### config.mk
export PLATFORM = sky130hd
export DESIGN_NAME = wb_port_arbiter
export DESIGN_NICKNAME = d
export VERILOG_FILES = /design/src/rtl/wb_port_arbiter.sv
export SDC_FILE = /design/constraint.sdc
export NUM_CORES = 1
export LEC_CHECK = 0
export ABC_AREA = 1
export BUFFER_PORTS_ARGS = -buffer_cell sky130_fd_sc_hd__clkbuf_2
export CAP_MARGIN = 20
export CORE_MARGIN = 10
export CORE_UTILIZATION = 35
export DETAILED_ROUTE_END_ITERATION = 7
export PLACE_DENSITY_LB_ADDON = 0.2
export SKIP_LAST_GASP = 1
export SLEW_MARGIN = 20
export SYNTH_ARGS = -nofsm -noshare
export SYNTH_HDL_FRONTEND = slang
export SYNTH_SLANG_ARGS = --single-unit
### constraint.sdc
create_clock -name brq_clk -period 5.3 [get_ports brq_clk]
set_clock_uncertainty 0.1 [all_clocks]
set_input_delay 0.53 -clock brq_clk [delete_from_list [all_inputs] [get_ports brq_clk]]
set_output_delay 0.53 -clock brq_clk [all_outputs]
set_load 0.01 [all_outputs]
### src/rtl/wb_port_arbiter.sv
// -----------------------------------------------------------------------------
// wb_port_arbiter
//
// Owns the single register-file write port and shares it between the in-order
// WB stage and the multi-cycle MDU completion path. MDU results wait in a small
// FIFO until the WB stage leaves a write slot free. A scoreboard of pending MDU
// destinations drives the decode stall for RAW/WAW hazards.
//
// Optional feature (macro WBA_STARVE_GUARD_EN): a starvation counter raises
// wb_hold once a queued result has waited StarveLimit WB-busy cycles. Without
// the macro wb_hold is tied low and a queued result may wait indefinitely.
//
// Ports:
//   brq_clk, brq_rst_n            clock, asynchronous active-low reset
//   pipe_wb_en/addr/data          WB stage write request
//   mdu_issue_valid/rd/ready      MDU dispatch handshake from decode
//   mdu_done_valid/rd/data/ready  MDU result handshake
//   idu_rs1, idu_rs2              decode source register indices
//   sb_stall                      decode stall (RAW on pending reg, blocked issue)
//   rf_wen/rf_waddr/rf_wdata      register-file write port
//   mdu_wb_valid                  queue head is popped this cycle
//   wb_hold                       WB-stage bubble request (starve guard)
//   pending                       scoreboard, bit i = x_i awaiting MDU write
// -----------------------------------------------------------------------------
module wb_port_arbiter #(
    parameter int unsigned DataWidth    = 32,
    parameter int unsigned RegAddrWidth = 5,
    parameter int unsigned MdqDepth     = 2,
    parameter int unsigned StarveLimit  = 4
) (
    input  logic                    brq_clk,
    input  logic                    brq_rst_n,
    input  logic                    pipe_wb_en,
    input  logic [RegAddrWidth-1:0] pipe_wb_addr,
    input  logic [DataWidth-1:0]    pipe_wb_data,
    input  logic                    mdu_issue_valid,
    input  logic [RegAddrWidth-1:0] mdu_issue_rd,
    output logic                    mdu_issue_ready,
    input  logic                    mdu_done_valid,
    input  logic [RegAddrWidth-1:0] mdu_done_rd,
    input  logic [DataWidth-1:0]    mdu_done_data,
    output logic                    mdu_done_ready,
    input  logic [RegAddrWidth-1:0] idu_rs1,
    input  logic [RegAddrWidth-1:0] idu_rs2,
    output logic                    sb_stall,
    output logic                    rf_wen,
    output logic [RegAddrWidth-1:0] rf_waddr,
    output logic [DataWidth-1:0]    rf_wdata,
    output logic                    mdu_wb_valid,
    output logic                    wb_hold,
    output logic [31:0]             pending
);

    localparam int unsigned PtrW = (MdqDepth > 1) ? $clog2(MdqDepth) : 1;
    localparam int unsigned CntW = $clog2(MdqDepth + 1);

    // Result queue storage and state
    logic [RegAddrWidth-1:0] r_q_rd   [MdqDepth];
    logic [DataWidth-1:0]    r_q_data [MdqDepth];
    logic [PtrW-1:0]         r_wptr;
    logic [PtrW-1:0]         r_rptr;
    logic [CntW-1:0]         r_qcnt;
    logic [CntW-1:0]         r_outst;
    logic [31:0]             r_pending;

    logic                    w_wb_used;
    logic                    w_wb_win;
    logic                    w_pop;
    logic                    w_push;
    logic                    w_q_empty;
    logic                    w_q_full;
    logic                    w_issue_acc;
    logic                    w_issue_waw;
    logic                    w_rs1_haz;
    logic                    w_rs2_haz;
    logic [RegAddrWidth-1:0] w_head_rd;
    logic [DataWidth-1:0]    w_head_data;
    logic [31:0]             w_pending_nxt;

`ifdef WBA_STARVE_GUARD_EN
    localparam int unsigned StW = $clog2(StarveLimit + 1);
    logic [StW-1:0]          r_starve;
    logic [StW-1:0]          w_starve_nxt;
    logic                    r_hold;
`endif

    // WB slot use is gated by reset so no write leaves the port while in reset.
    assign w_wb_used   = brq_rst_n & pipe_wb_en & (pipe_wb_addr != '0);
    assign w_q_empty   = (r_qcnt == '0);
    assign w_q_full    = (r_qcnt == CntW'(MdqDepth));
    assign w_head_rd   = r_q_rd[r_rptr];
    assign w_head_data = r_q_data[r_rptr];

`ifdef WBA_STARVE_GUARD_EN
    // During hold the queue owns the port even if WB still (illegally) writes.
    assign w_pop    = !w_q_empty & (!w_wb_used | r_hold);
    assign w_wb_win = w_wb_used & !r_hold;
`else
    assign w_pop    = !w_q_empty & !w_wb_used;
    assign w_wb_win = w_wb_used;
`endif

    assign mdu_done_ready = !w_q_full | w_pop;
    assign w_push         = mdu_done_valid & mdu_done_ready;

    // Second term blocks a WAW on a destination still awaiting its MDU write.
    assign w_issue_waw     = (mdu_issue_rd != '0) & r_pending[mdu_issue_rd];
    assign mdu_issue_ready = (r_outst < CntW'(MdqDepth)) & !w_issue_waw;
    assign w_issue_acc     = mdu_issue_valid & mdu_issue_ready;

    assign w_rs1_haz = (idu_rs1 != '0) & r_pending[idu_rs1];
    assign w_rs2_haz = (idu_rs2 != '0) & r_pending[idu_rs2];
    assign sb_stall  = w_rs1_haz | w_rs2_haz | (mdu_issue_valid & !mdu_issue_ready);

    assign mdu_wb_valid = w_pop;
    assign pending      = r_pending;

    // Write-port mux: WB first, then queue head. A head with rd=0 pops silently.
    always_comb begin
        rf_wen   = 1'b0;
        rf_waddr = '0;
        rf_wdata = '0;
        if (w_wb_win) begin
            rf_wen   = 1'b1;
            rf_waddr = pipe_wb_addr;
            rf_wdata = pipe_wb_data;
        end else if (w_pop) begin
            rf_wen   = (w_head_rd != '0);
            rf_waddr = w_head_rd;
            rf_wdata = w_head_data;
        end
    end

    // Clear on pop, then set on issue; WAW blocking keeps the two on
    // different registers, so applying both in sequence is safe.
    always_comb begin
        w_pending_nxt = r_pending;
        if (w_pop && (w_head_rd != '0)) begin
            w_pending_nxt[w_head_rd] = 1'b0;
        end
        if (w_issue_acc && (mdu_issue_rd != '0)) begin
            w_pending_nxt[mdu_issue_rd] = 1'b1;
        end
        w_pending_nxt[0] = 1'b0;
    end

    always_ff @(posedge brq_clk or negedge brq_rst_n) begin
        if (!brq_rst_n) begin
            r_wptr    <= '0;
            r_rptr    <= '0;
            r_qcnt    <= '0;
            r_outst   <= '0;
            r_pending <= '0;
        end else begin
            r_pending <= w_pending_nxt;
            if (w_push) begin
                r_wptr <= r_wptr + 1'b1;
            end
            if (w_pop) begin
                r_rptr <= r_rptr + 1'b1;
            end
            if (w_push && !w_pop) begin
                r_qcnt <= r_qcnt + 1'b1;
            end else if (w_pop && !w_push) begin
                r_qcnt <= r_qcnt - 1'b1;
            end
            if (w_issue_acc && !w_pop) begin
                r_outst <= r_outst + 1'b1;
            end else if (w_pop && !w_issue_acc && (r_outst != '0)) begin
                r_outst <= r_outst - 1'b1;
            end
        end
    end

    // Payload storage needs no reset: it is only read when r_qcnt != 0.
    always_ff @(posedge brq_clk) begin
        if (w_push) begin
            r_q_rd[r_wptr]   <= mdu_done_rd;
            r_q_data[r_wptr] <= mdu_done_data;
        end
    end

`ifdef WBA_STARVE_GUARD_EN
    always_comb begin
        w_starve_nxt = r_starve;
        if (w_pop || w_q_empty) begin
            w_starve_nxt = '0;
        end else if (w_wb_used && (r_starve != StW'(StarveLimit))) begin
            w_starve_nxt = r_starve + 1'b1;
        end
    end

    always_ff @(posedge brq_clk or negedge brq_rst_n) begin
        if (!brq_rst_n) begin
            r_starve <= '0;
            r_hold   <= 1'b0;
        end else begin
            r_starve <= w_starve_nxt;
            if (w_pop) begin
                r_hold <= 1'b0;
            end else if (w_starve_nxt == StW'(StarveLimit)) begin
                r_hold <= 1'b1;
            end
        end
    end

    assign wb_hold = r_hold;

    // The pipeline must not present a WB write while a hold is requested.
    a_no_wb_during_hold : assert property (
        @(posedge brq_clk) disable iff (!brq_rst_n)
        r_hold |-> !w_wb_used
    );
`else
    assign wb_hold = 1'b0;
`endif

endmodule
* Yosys cells after proc, flatten, opt, wreduce, memory -nomap -nowiden *
Memory sizes are Yosys's and may differ from the RTL's.
Index checks and enable logic that the tools add are counted.

storage, ports and cells
  bits in writable memories = 74
  word-level logic and storage cells = 87
  output and inout bits = 75
  memories kept = 2
  register bits = 37
  bits of input ports = 94

operators by class
  add/sub/neg operators = 6
  bitwise gates (word level) = 16
  mux-type cells = 24
  reduce and logical (&&, ||, !) cells = 26
  eq/ne operators = 1
  magnitude comparators = 7

memories
  name      words  bits a word  rd ports  clocked after Yosys merged registers in  write ports  RTL line  source
  r_q_data  2      32           1         0                                        1            59        logic [DataWidth-1:0] r_q_data [MdqDepth];
  r_q_rd    2      5            1         0                                        1            58        logic [RegAddrWidth-1:0] r_q_rd [MdqDepth];

operators by type and width
  kind                                                        number
  2-to-1 mux 32 bit                                           4
  AND 32 bit                                                  1
  NOT 32 bit                                                  1
  bitwise OR 32 bit                                           1
  nonzero test 5 bit                                          5
  less-than comparator 5 x 6 -> 1 bit, second input constant  4
  binary-select mux 1 bit (select 5 bit)                      3
  AND 1 bit                                                   10
  demux 1 bit (select 5 bit)                                  2
  >= comparator 5 x 1 -> 1 bit, second input constant         2
  2-to-1 mux 5 bit                                            2
  logical AND 1 bit                                           9
  2-to-1 mux 1 bit                                            9
  logical NOT 1 bit                                           8
  2-to-1 mux 2 bit                                            4
  nonzero test 2 bit                                          3
  adder 2 x 1 -> 2 bit, second input constant                 2
  subtractor 2 x 1 -> 2 bit, second input constant            2
  bitwise OR 1 bit                                            3
  adder 1 bit, second input constant                          2
  equality test 2 bit, second input constant                  1
  logical NOT 2 bit                                           1
  less-than comparator 2 bit, second input constant           1

* Depth between registers and ports, before layout *
  word-level depth = 11
  depth in mapped cells = 15
  gate-level depth less buffers = 14

* Least setup slack after synthesis *
No wires, ideal clock.

  path type = input to register
  start = input port pipe_wb_addr[3]
  end = memory r_q_data[1][0], enable pin
  stages = 7
  setup time = 0.433 ns
  setup slack = 1.783 ns
  data required time = 4.767 ns
  path buffers = 0
  arrival = 2.984 ns
  path through = nor3_1 -> nand3_1 -> nand2_1 -> o21ai_2 -> nand3_1 -> nand2_1 -> nor2_1

on the way
  longest elaborated chain between the ends = 8

RTL lines
  element                                 RTL line  source
  start: declaration                      34        input logic [RegAddrWidth-1:0] pipe_wb_addr,
  nonzero test 5 bit                      88        assign w_wb_used = brq_rst_n & pipe_wb_en & (pipe_wb_addr != '0);
  AND 1 bit                               88
  logical NOT 1 bit                       99        assign w_pop = !w_q_empty & !w_wb_used;
  AND 1 bit                               99
  bitwise OR 1 bit                        103       assign mdu_done_ready = !w_q_full | w_pop;
  via mdu_done_ready                      42        output logic mdu_done_ready,
  AND 1 bit                               104       assign w_push = mdu_done_valid & mdu_done_ready;
  2-to-1 mux 1 bit                        177       if (w_push) begin
  2-to-1 mux 1 bit (not written as such)  179       r_q_data[r_wptr] <= mdu_done_data;
  end: declaration                        59

The timed path passes the listed nets, and every way through them passes these cells.

* Final worst setup path *
  start = register r_rptr
  end = output port rf_wen

on the way
  longest elaborated chain between the ends = 4

RTL lines
  element                   RTL line  source
  start: declaration        61        logic [PtrW-1:0] r_rptr;
  start signal: assignment  160       r_rptr <= r_rptr + 1'b1;
  memory (2 x 5 bit)        -
  nonzero test 5 bit        128       rf_wen = (w_head_rd != '0);
  2-to-1 mux 1 bit          127       end else if (w_pop) begin
  2-to-1 mux 1 bit          123       if (w_wb_win) begin
  end: declaration          46        output logic rf_wen,

No other way between the ends.

==> metrics <==
status=finished, final reports clean; initial core utilization=35.5%; final setup violation count=0; Final min period=3170 ps; Syn Area/Cell=8.68 um2; Post-DP HPWL=13.9 mm; most common cell after layout, fill and taps aside=nand2_1; EDFF count, synth=74; Worst VDD drop=0.226 mV; final hold viol count=0; antenna cell count=0; DIE AREA=22,300 um2; Synth top area share=38.0%; routability cong.=0.888; top post-synthesis cells by area=edfxtp_1 38%, dfrtp_1 16%, nand2_1 13%; CP dominant cell by count=nand2_1; Cell Area, Synth=5850 um2; synthesis-stage register bit count=111; max_cap viols=0; Startpoint Class=flip-flop; CTS Hold Bufs=0; fmax=315 MHz; Via density=5.16; arrival time of the worst setup path=2540 ps; Hold Crit Class=in -> async; final core occ=43.6%; Crit Path Max Fanout=25; RSZ-0062 raised after global routing=no; I/O Buffers=166; Synth async-reset ratio=33.3%; Boundary Pins=169; crit-path cells=inv_1 > buf_4 > or2_1 > o21ai_0 > inv_1 > nor2_1 > nand2_1 > nand2_1 > nand2_1 > clkbuf_2; Setup TNS=0 ps; DRT Wirelength=18.5 mm; Site Rows=47; pwr dens=510 nW/um2; Largest stage delay, worst path=380 ps; share of cells above drive strength 1=27.8%; Critical Path RT=4670 ps; Final Max Slew Viols=0; count of TritonRoute iterations in the first routing pass=5; Final #Nets=921; Synth cell types=32; First DRT Iteration DRCs=316; Setup crit start=r_rptr; CTS max path bufs=2; initial antenna violation count=0; vias after detailed routing=5,422; CP top delay family=buffers and inverters; Clk Latency, worst-skew pair=350 ps; vias in the first global route=5,397; Cells after Synth=674; P&R area growth vs syn=22.6%; Worst-Margin Slew=808 ps; clock tree sinks=111; H-Tree Depth=3; most frequent cells in the layout=208 x nand2_1, 166 x clkbuf_2, 74 x edfxtp_1; die height=149 um; Final Cell Area=7170 um2; area leader, netlist=edfxtp_1; CTS resizes=0; Leak=0.00327 uW; CP max-delay cell=dfrtp_1; CTS buffer count=9; WL/cell=17.6 um; Buf+Inv Stages, Crit Path=4; dominant synthesized flop cell=edfxtp_1; Tot Pwr=3660 uW; first-pass GRT wire length=29.1 mm; Root Buffer=clkbuf_16; largest net degree at the start of global routing=38; post-route antenna net violation count=0; kind of critical path=reg -> out; DP Area=6880 um2; Synth warnings=0; Reg-to-Reg Start=r_rptr; Setup crit end kind=output pin; final period utilization=59.9%; GRT Total Usage=16.4%; post-synthesis sequential area ratio=53.8%; clock transition at the registers of the reported paths=80 ps; remaining global-route overflow=0; DR DRC count=0; TritonCTS clock tree=done; # Post-CTS Setup Buffers=0; relative slew slack=45.6%; die width=149 um; core footprint=16,500 um2
per-stage QoR:
| step | hold slack (ps) | cells | setup slack (ps) |
|---|---|---|---|
| finish | 178 | 1051 | 2130 |
| global route | 214 | 1051 | 1910 |
| CTS | 205 | 1051 | 2090 |
| detailed placement | 391 | 1035 | 1970 |
| global placement | 380 | 1034 | 1980 |
| floorplan | 134 | 675 | 1780 |
routing by layer:
metal	GRT usage [%]	share of wire, %
met1	21.2	44
met5	0	0
met2	26.2	47
met4	3.48	0.97
met3	5.22	7.9
registers in the layout, indices dropped and copies added (netlist names):
name and count:
r_rptr 1, r_qcnt 2, r_q_rd 10, r_q_data 64
r_outst 2, r_wptr 1, pending 31
worst paths after layout:
path	endpoint	slack, ps	cells past startpoint
min in group brq_clk	r_q_data[1][5]	270	1
worst min register to register	r_outst[1]	420	2
max in group asynchronous	pending[13]	4580	2
worst min-delay path	pending[27]	180	2
worst max-delay path	rf_wen	2130	10
worst max register to register	pending[31]	2600	8
kinds of logic after synthesis:
logic type	count (synthesis)	share of synthesized area, %
fa+ha+maj	1	0.214
flops	111	53.8
simple gates	327	23.7
buf+inv	74	5.52
other cells	1	0.0641
xor+xnor	3	0.449
compound gates	157	16.2
area by class of cell:
cell class / count / area [um2]
multi-input combinational: 490 / 2400
timing repair buffer: 174 / 898
tap: 220 / 275
inverter: 40 / 150
sequential: 111 / 3150
fill: 1686 / 9290
clock buffer: 9 / 225
clock inverter: 7 / 71.3
power by group:
| part | leakage [uW] | switching (uW) | internal (uW) |
|---|---|---|---|
| registers | 0.00116 | 218 | 1200 |
| logic | 0.00197 | 996 | 564 |
| clock network | 0.000148 | 341 | 337 |
cells in the mapped netlist (all sizes together) (2+ instances only):
cell	number
o22ai	3
o31ai	4
clkbuf	23
nand4	28
nor2	29
or2	5
o21ai	66
xnor2	2
edfxtp	74
clkinv	3
nor3	10
inv	37
o211ai	6
a21oi	44
nand3	47
nand2	208
dfrtp	37
buf	11
a31o	31
Note: power is estimated with default switching activity, not from simulation.
